`src/rtl/fetch_pkg.sv`:
```
// Shared definitions for the instruction-fetch stage.
// Word width, bubble encoding and fetch FSM state encoding.
package fetch_pkg;
  localparam int XLEN = 16;
  typedef logic [XLEN-1:0] word_t;

  localparam word_t NOP_WORD = 16'hF000;

  localparam logic [1:0] S_ISSUE = 2'd0;
  localparam logic [1:0] S_WAIT  = 2'd1;
  localparam logic [1:0] S_BUF   = 2'd2;

  function automatic word_t inc(word_t a);
    return a + 16'd1;
  endfunction
endpackage

```
`src/rtl/fetch_hold_buf.sv`:
```
// One-entry instruction/pc holding register.
// Keeps a returned instruction while ID is stalled.
module fetch_hold_buf
  import fetch_pkg::*;
#(
  parameter word_t NOP_INSTR = NOP_WORD
) (
  input  logic        clk,
  input  logic        reset,
  input  logic        load,
  input  logic        clear,
  input  logic [15:0] d_ir,
  input  logic [15:0] d_pc,
  output logic [15:0] q_ir,
  output logic [15:0] q_pc,
  output logic        valid
);

  always_ff @(posedge clk) begin
    if (!reset) begin
      q_ir  <= NOP_INSTR;
      q_pc  <= '0;
      valid <= 1'b0;
    end else if (clear) begin
      valid <= 1'b0;
    end else if (load) begin
      q_ir  <= d_ir;
      q_pc  <= d_pc;
      valid <= 1'b1;
    end
  end

endmodule

```
`src/rtl/fetch_unit.sv`:
```
// Instruction-fetch stage: owns the pc, reads imem,
// feeds IF/ID and squashes wrong-path fetches.
module fetch_unit
  import fetch_pkg::*;
#(
  parameter word_t RESET_PC  = 16'h0000,
  parameter word_t NOP_INSTR = NOP_WORD
) (
  input  logic        clk,
  input  logic        reset,
  input  logic        stall,
  input  logic        redirect_valid,
  input  logic [15:0] redirect_pc,
  output logic        imem_req,
  output logic [15:0] imem_addr,
  input  logic        imem_valid,
  input  logic [15:0] imem_rdata,
  output logic [15:0] toPC,
  output logic [15:0] toPCInc,
  output logic [15:0] toIR,
  output logic        flush,
  output logic        IR_write
);

  logic [1:0] state;
  word_t      pc;
  logic       discard;

  word_t buf_ir;
  word_t buf_pc;
  logic  buf_valid;

  logic  in_wait;
  logic  hit;
  logic  avail;
  logic  do_redir;
  logic  do_stall;
  logic  do_acc;
  logic  buf_load;
  logic  buf_clear;
  word_t instr;
  word_t ipc;

  always_comb begin
    in_wait  = (state == S_WAIT);
    hit      = in_wait & imem_valid & ~discard;
    avail    = hit | buf_valid;
    instr    = buf_valid ? buf_ir : imem_rdata;
    ipc      = buf_valid ? buf_pc : pc;
    do_redir = redirect_valid;
    do_stall = ~redirect_valid & stall;
    do_acc   = ~redirect_valid & ~stall & avail;
    buf_load  = reset & do_stall & hit;
    buf_clear = reset & (do_redir | (do_acc & buf_valid));
  end

  always_comb begin
    imem_req  = 1'b0;
    imem_addr = pc;
    toIR      = NOP_INSTR;
    toPC      = ipc;
    toPCInc   = inc(ipc);
    flush     = 1'b1;
    IR_write  = 1'b0;
    if (!reset) begin
      toPC    = RESET_PC;
      toPCInc = inc(RESET_PC);
    end else begin
      imem_req = (state == S_ISSUE) & ~redirect_valid;
      unique case (1'b1)
        do_redir: flush = 1'b1;
        do_stall: begin
          flush    = 1'b0;
          IR_write = 1'b1;
        end
        do_acc: begin
          flush = 1'b0;
          toIR  = instr;
        end
        default: flush = 1'b1;
      endcase
    end
  end

  // a redirect with a fetch still in flight must drop that response
  always_ff @(posedge clk) begin
    if (!reset) begin
      pc      <= RESET_PC;
      state   <= S_ISSUE;
      discard <= 1'b0;
    end else if (redirect_valid) begin
      pc <= redirect_pc;
      if (in_wait && !imem_valid) begin
        state   <= S_WAIT;
        discard <= 1'b1;
      end else begin
        state   <= S_ISSUE;
        discard <= 1'b0;
      end
    end else begin
      unique case (state)
        S_ISSUE: state <= S_WAIT;
        S_WAIT: begin
          if (imem_valid) begin
            if (discard) begin
              discard <= 1'b0;
              state   <= S_ISSUE;
            end else if (stall) begin
              state <= S_BUF;
            end else begin
              pc    <= inc(pc);
              state <= S_ISSUE;
            end
          end
        end
        S_BUF: begin
          if (!stall) begin
            pc    <= inc(pc);
            state <= S_ISSUE;
          end
        end
        default: state <= S_ISSUE;
      endcase
    end
  end

  fetch_hold_buf #(
    .NOP_INSTR(NOP_INSTR)
  ) u_hold (
    .clk  (clk),
    .reset(reset),
    .load (buf_load),
    .clear(buf_clear),
    .d_ir (imem_rdata),
    .d_pc (pc),
    .q_ir (buf_ir),
    .q_pc (buf_pc),
    .valid(buf_valid)
  );

endmodule

```
`config.mk`:
```
export PLATFORM = sky130hd
export DESIGN_NAME = fetch_unit
export DESIGN_NICKNAME = d
export VERILOG_FILES = /design/src/rtl/fetch_pkg.sv /design/src/rtl/fetch_hold_buf.sv /design/src/rtl/fetch_unit.sv
export SDC_FILE = /design/constraint.sdc
export NUM_CORES = 1
export LEC_CHECK = 0
export ABC_AREA = 1
export BUFFER_PORTS_ARGS = -buffer_cell sky130_fd_sc_hd__buf_2
export CORE_UTILIZATION = 55
export DETAILED_ROUTE_END_ITERATION = 8
export GPL_TIMING_DRIVEN = 0
export PLACE_DENSITY = 0.82
export SLEW_MARGIN = 10
export SYNTH_ARGS = -nofsm -noshare
export SYNTH_HDL_FRONTEND = slang
export SYNTH_SLANG_ARGS = --single-unit
export TNS_END_PERCENT = 1
```
`constraint.sdc`:
```
create_clock -name clk -period 3.1 [get_ports clk]
set_clock_uncertainty 0.05 [all_clocks]
set_input_delay 0.31 -clock clk [delete_from_list [all_inputs] [get_ports clk]]
set_output_delay 0.31 -clock clk [all_outputs]
set_load 0.02 [all_outputs]
```
Word-level counts from Yosys, hierarchy flattened. Index checks and enable logic that the tools add are counted.

Bits of input ports: 37. Logic and storage cells: 69. Output and inout port bits: 67. Register bits: 52.

Add/sub/neg operators: 2. Mux-type cells: 27. Reduce and logical (&&, ||, !) cells: 12. Equality and inequality tests: 5. Bitwise operators: 17.

Operators with widths (count): $mux W16 (10); $add A16 B1 Y16 const B (2); $pmux W16 S2 (1); $and A1 B1 Y1 (10); $mux W1 (10); $mux W2 (5); $ne A3 B3 Y1 const B (3); $pmux W2 S3 (1); $reduce_and A2 Y1 (3); $not A1 Y1 (5); $reduce_bool A2 Y1 (2); $reduce_or A2 Y1 (2); $reduce_and A3 Y1 (1); $reduce_bool A3 Y1 (1); $eq A2 B1 Y1 const B (1); $eq A2 B2 Y1 const B (1); $logic_not A2 Y1 (1); $or A1 B1 Y1 (2); $logic_and A1 B1 Y1 (1); $logic_not A1 Y1 (1).

Longest topological paths before layout.
Word-level depth: 10. Depth in mapped cells: 13. Gate-level depth less buffers: 13.

Hierarchy. From an unflattened synthesis, not the netlist that was laid out.

Cells, all modules: 658. Area total of the unflattened synthesis: 3811.2 um^2.

Modules (own cells, without submodules): fetch_unit (instances 1, area an instance 2363.5 um^2, cells an instance 454, seq. area each 380.4 um^2); fetch_hold_buf (instances 1, area an instance 1447.6 um^2, cells an instance 204, seq. area each 660.6 um^2).

Worst setup path before layout. OpenSTA, ideal clock, no wires.

Path kind: reg-to-output. From: register pc[0], in the netlist imem_addr[0]. To: output toPCInc[10]. Slack: 0.902 ns. Data required time: 2.740 ns. Path buffers: 0. Cell stages (with the launch flop): 10. Data arrival time: 1.838 ns. Cells stage by stage: dfxtp_1 > o21ai_0 > inv_1 > ha_1 > inv_1 > nor2_4 > nand2_1 > nor2_2 > nand2_1 > a21oi_1.

Longest elaborated chain between the ends: 3.

Ends and longest elaborated chain: from (decl) (line fetch_unit.sv:26) `word_t pc;`; from (signal assigned) (line fetch_unit.sv:92) `pc <= redirect_pc;`; from (signal assigned) (line fetch_unit.sv:111) `pc <= inc(pc);`; from (signal assigned) (line fetch_unit.sv:118) `pc <= inc(pc);`; $mux W16 (line fetch_unit.sv:49) `ipc = buf_valid ? buf_pc : pc;`; $add A16 B1 Y16 (line fetch_pkg.sv:14) `return a + 16'd1;`; $mux W16 (line fetch_unit.sv:65) `if (!reset) begin`; to (decl) (line fetch_unit.sv:19) `output logic [15:0] toPCInc,`.

No other way between the ends.

Final worst setup path.
From: register pc[0], in the netlist imem_addr[0]. To: output toPCInc[14].

Same word-level chain as after synthesis.

==> impl_metrics.tcl <==
set metrics [dict create \
    synth-main-ff-cell "dfxtp_1" \
    pin_count 104 \
    fin_ws_ns 0.343 \
    synthesis.nets 626 \
    drcViolationCount 0 \
    critPathRequiredTime_ns 2.74 \
    hold_viol_final 0 \
    yosysTopAreaCell "dfxtp_1" \
    max_slew_margin 0.584 \
    cp-end-kind "output pin" \
    ys_seq_area_frac 0.301 \
    initialDrtViolationCount 412 \
    hpwl_mm 8.06 \
    grt-ovfl-total 0 \
    path_max_fanout 8 \
    tightest_slew_ns 0.624 \
    leakage_nw 1.97 \
    grt_pass1_vias 3637 \
    numPortBuffers 102 \
    num_vias 4270 \
    clock_sinks 52 \
    post_cts_buffers 0 \
    placed_cells 764 \
    placed_area_sq_um 4060 \
    cts_tree "yes" \
    gp_congestion 0.983 \
    slew_viol_final 0 \
    final-setup-viol-count 0 \
    synth_edf_count 0 \
    hp-class "in2reg" \
    total_power_mw 1.49 \
    routed_wl_mm 10.9 \
    die_x_microns 81.3 \
    clkTransAtPathRegs_ns 0.10 \
    root_buffer "clkbuf_8" \
    drive_above_1_share 0.220 \
    grt_max_degree 15 \
    fin_crit_sh 0.889 \
    initial_utilization 0.577 \
    outcome "complete, no violations" \
    holdWs_ns 0.162 \
    setup_tns_ns 0 \
    grt_antenna_before_repair 0 \
    startpoint "imem_addr[0]" \
    utilization 0.693 \
    numCtsBuffers 5 \
    yosys_warnings 0 \
    period_needed_ns 2.76 \
    critPathLaunchType "register" \
    cts_hold_buf 0 \
    ys_top_cells_by_area "dfxtp_1 (30%), nand2_1 (18%), nor2_1 (11%), o21ai_0 (7.5%), a21oi_1 (6.8%)" \
    dieArea_sq_um 6610 \
    htreeDepth 2 \
    fin_cells 772 \
    crit_type "reg2out" \
    syn_area_sq_um 3460 \
    cp.arrival_ns 2.40 \
    via_per_inst 5.53 \
    core-area_sq_um 5990 \
    clk_latency_ns 0.31 \
    ff2ff_path_depth 8 \
    area_growth_pct 20.1 \
    fmax_mhz 363 \
    rows 28 \
    cap_violations 0 \
    grt_pass1_wl_mm 17.1 \
    power_density_nw_per_um2 358 \
    yosysTopAreaCellShare 0.301 \
    track_usage 0.335 \
    nNetsFinal 735 \
    worstHoldPathCells 3 \
    cts.path.max_buffers 2 \
    cts_resized 0 \
    synthCells 587 \
    rrSetupSlack_ns 1.34 \
    rsz0062_at_grt "false" \
    avgSynthCellArea_sq_um 5.89 \
    antenna_left 0 \
    synth.distinct_cells 30 \
    vdd_drop_max_v 0.000218 \
    timing.rr.start "imem_addr[0]" \
    diodes 0 \
    drtPass1Iterations 5 \
    ys_ff_latch 52 \
    min-delay-start "imem_rdata[12]" \
    place_ws_ns 0.767 \
    final_area_sq_um 4150 \
    wire_per_inst_microns 14.1 \
    hold_end "u_hold.q_ir[12]" \
    r2r-end "imem_addr[12]" \
    synth_most_common_cell "nand2_1" \
    die_h_microns 81.3 \
    synth_common_cells "nand2_1 (164), nor2_1 (100), dfxtp_1 (52), o21ai_0 (52), inv_1 (48)" \
    synthArstFlopShare 0 \
]
-- layer usage --
metal,global-route usage,vias up,part of all wire,wire length [microns]
met5,0,-,0,0
met4,0.121,0,0.020,216
met3,0.0618,26,0.085,922
met2,0.523,220,0.46,5020
met1,0.457,1925,0.43,4700
li1,-,2099,-,-
-- power breakdown --
| group | internal (mW) | leakage (nW) | switching (mW) | total, mW |
|---|---|---|---|---|
| Clock | 0.183 | 0.0455 | 0.233 | 0.416 |
| Sequential | 0.692 | 0.423 | 0.0275 | 0.719 |
| Combinational | 0.114 | 1.50 | 0.238 | 0.352 |
| Total | 0.989 | 1.97 | 0.499 | 1.49 |
-- worst max-delay path, cell delays in order (launching register included) --
cell and delay, ns:
dfxtp_1 0.49, o21ai_0 0.28, inv_1 0.12, ha_1 0.16
inv_1 0.07, nor2_4 0.19, nand2_1 0.12, nor2_2 0.23
nand3_1 0.11, nand2_1 0.08, nand2_1 0.05, inv_1 0.04
buf_2 0.15
-- placed cells by master, fill, tap and decap left out, types with 3 or more instances in the layout --
master | Yosys | layout
nand3_1 | 33 | 33
nor2_4 | 5 | 5
buf_6 | 6 | 6
buf_2 | 10 | 112
nor2_1 | 100 | 100
nand4_1 | 4 | 4
o21ai_0 | 52 | 52
clkbuf_8 | 0 | 6
buf_1 | 3 | 3
nand2_1 | 164 | 164
inv_2 | 6 | 6
nor3_1 | 5 | 5
dfxtp_1 | 52 | 52
inv_1 | 48 | 48
a21oi_1 | 47 | 47
o21ai_1 | 15 | 15
clkbuf_1 | 10 | 12
nand2_2 | 5 | 5
nor2_2 | 6 | 6
-- kinds of logic (layout without fill, tap and decap cells) --
| kind of cell | Yosys count | in the layout | share of synthesized area |
|---|---|---|---|
| compound gates | 123 | 123 | 0.187 |
| buf+inv | 87 | 197 | 0.117 |
| flops | 52 | 52 | 0.301 |
| simple gates | 323 | 323 | 0.388 |
| fa+ha+maj | 2 | 2 | 0.00723 |
-- how the worst max path moves through the flow --
| stage | to | slack (ns) | cells after the start |
|---|---|---|---|
| 2_1_floorplan | toPCInc[10] | 0.90 | 9 |
| 3_3_place_gp | toPCInc[8] | 0.81 | 10 |
| 3_5_place_dp | toPCInc[14] | 0.77 | 12 |
| 4_1_cts | toPCInc[14] | 0.41 | 12 |
| 5_1_grt | toPCInc[14] | 0.24 | 12 |
| 6_report | toPCInc[14] | 0.34 | 12 |
-- final cells by class --
cell class / count / area, sq um
Buffer: 32 / 196
Clock buffer: 8 / 90.1
Fill cell: 581 / 1840
Inverter: 55 / 209
Multi-Input combinational cell: 448 / 2010
Sequential cell: 52 / 1040
Tap cell: 75 / 93.8
Timing Repair Buffer: 102 / 510
-- sequential cells by signal, indices dropped and copies added, names as in the netlist --
name          flops
u_hold.q_ir      16
imem_addr        16
discard           1
state             2
u_hold.valid      1
u_hold.q_pc      16
(Power assumes the default switching activity.)
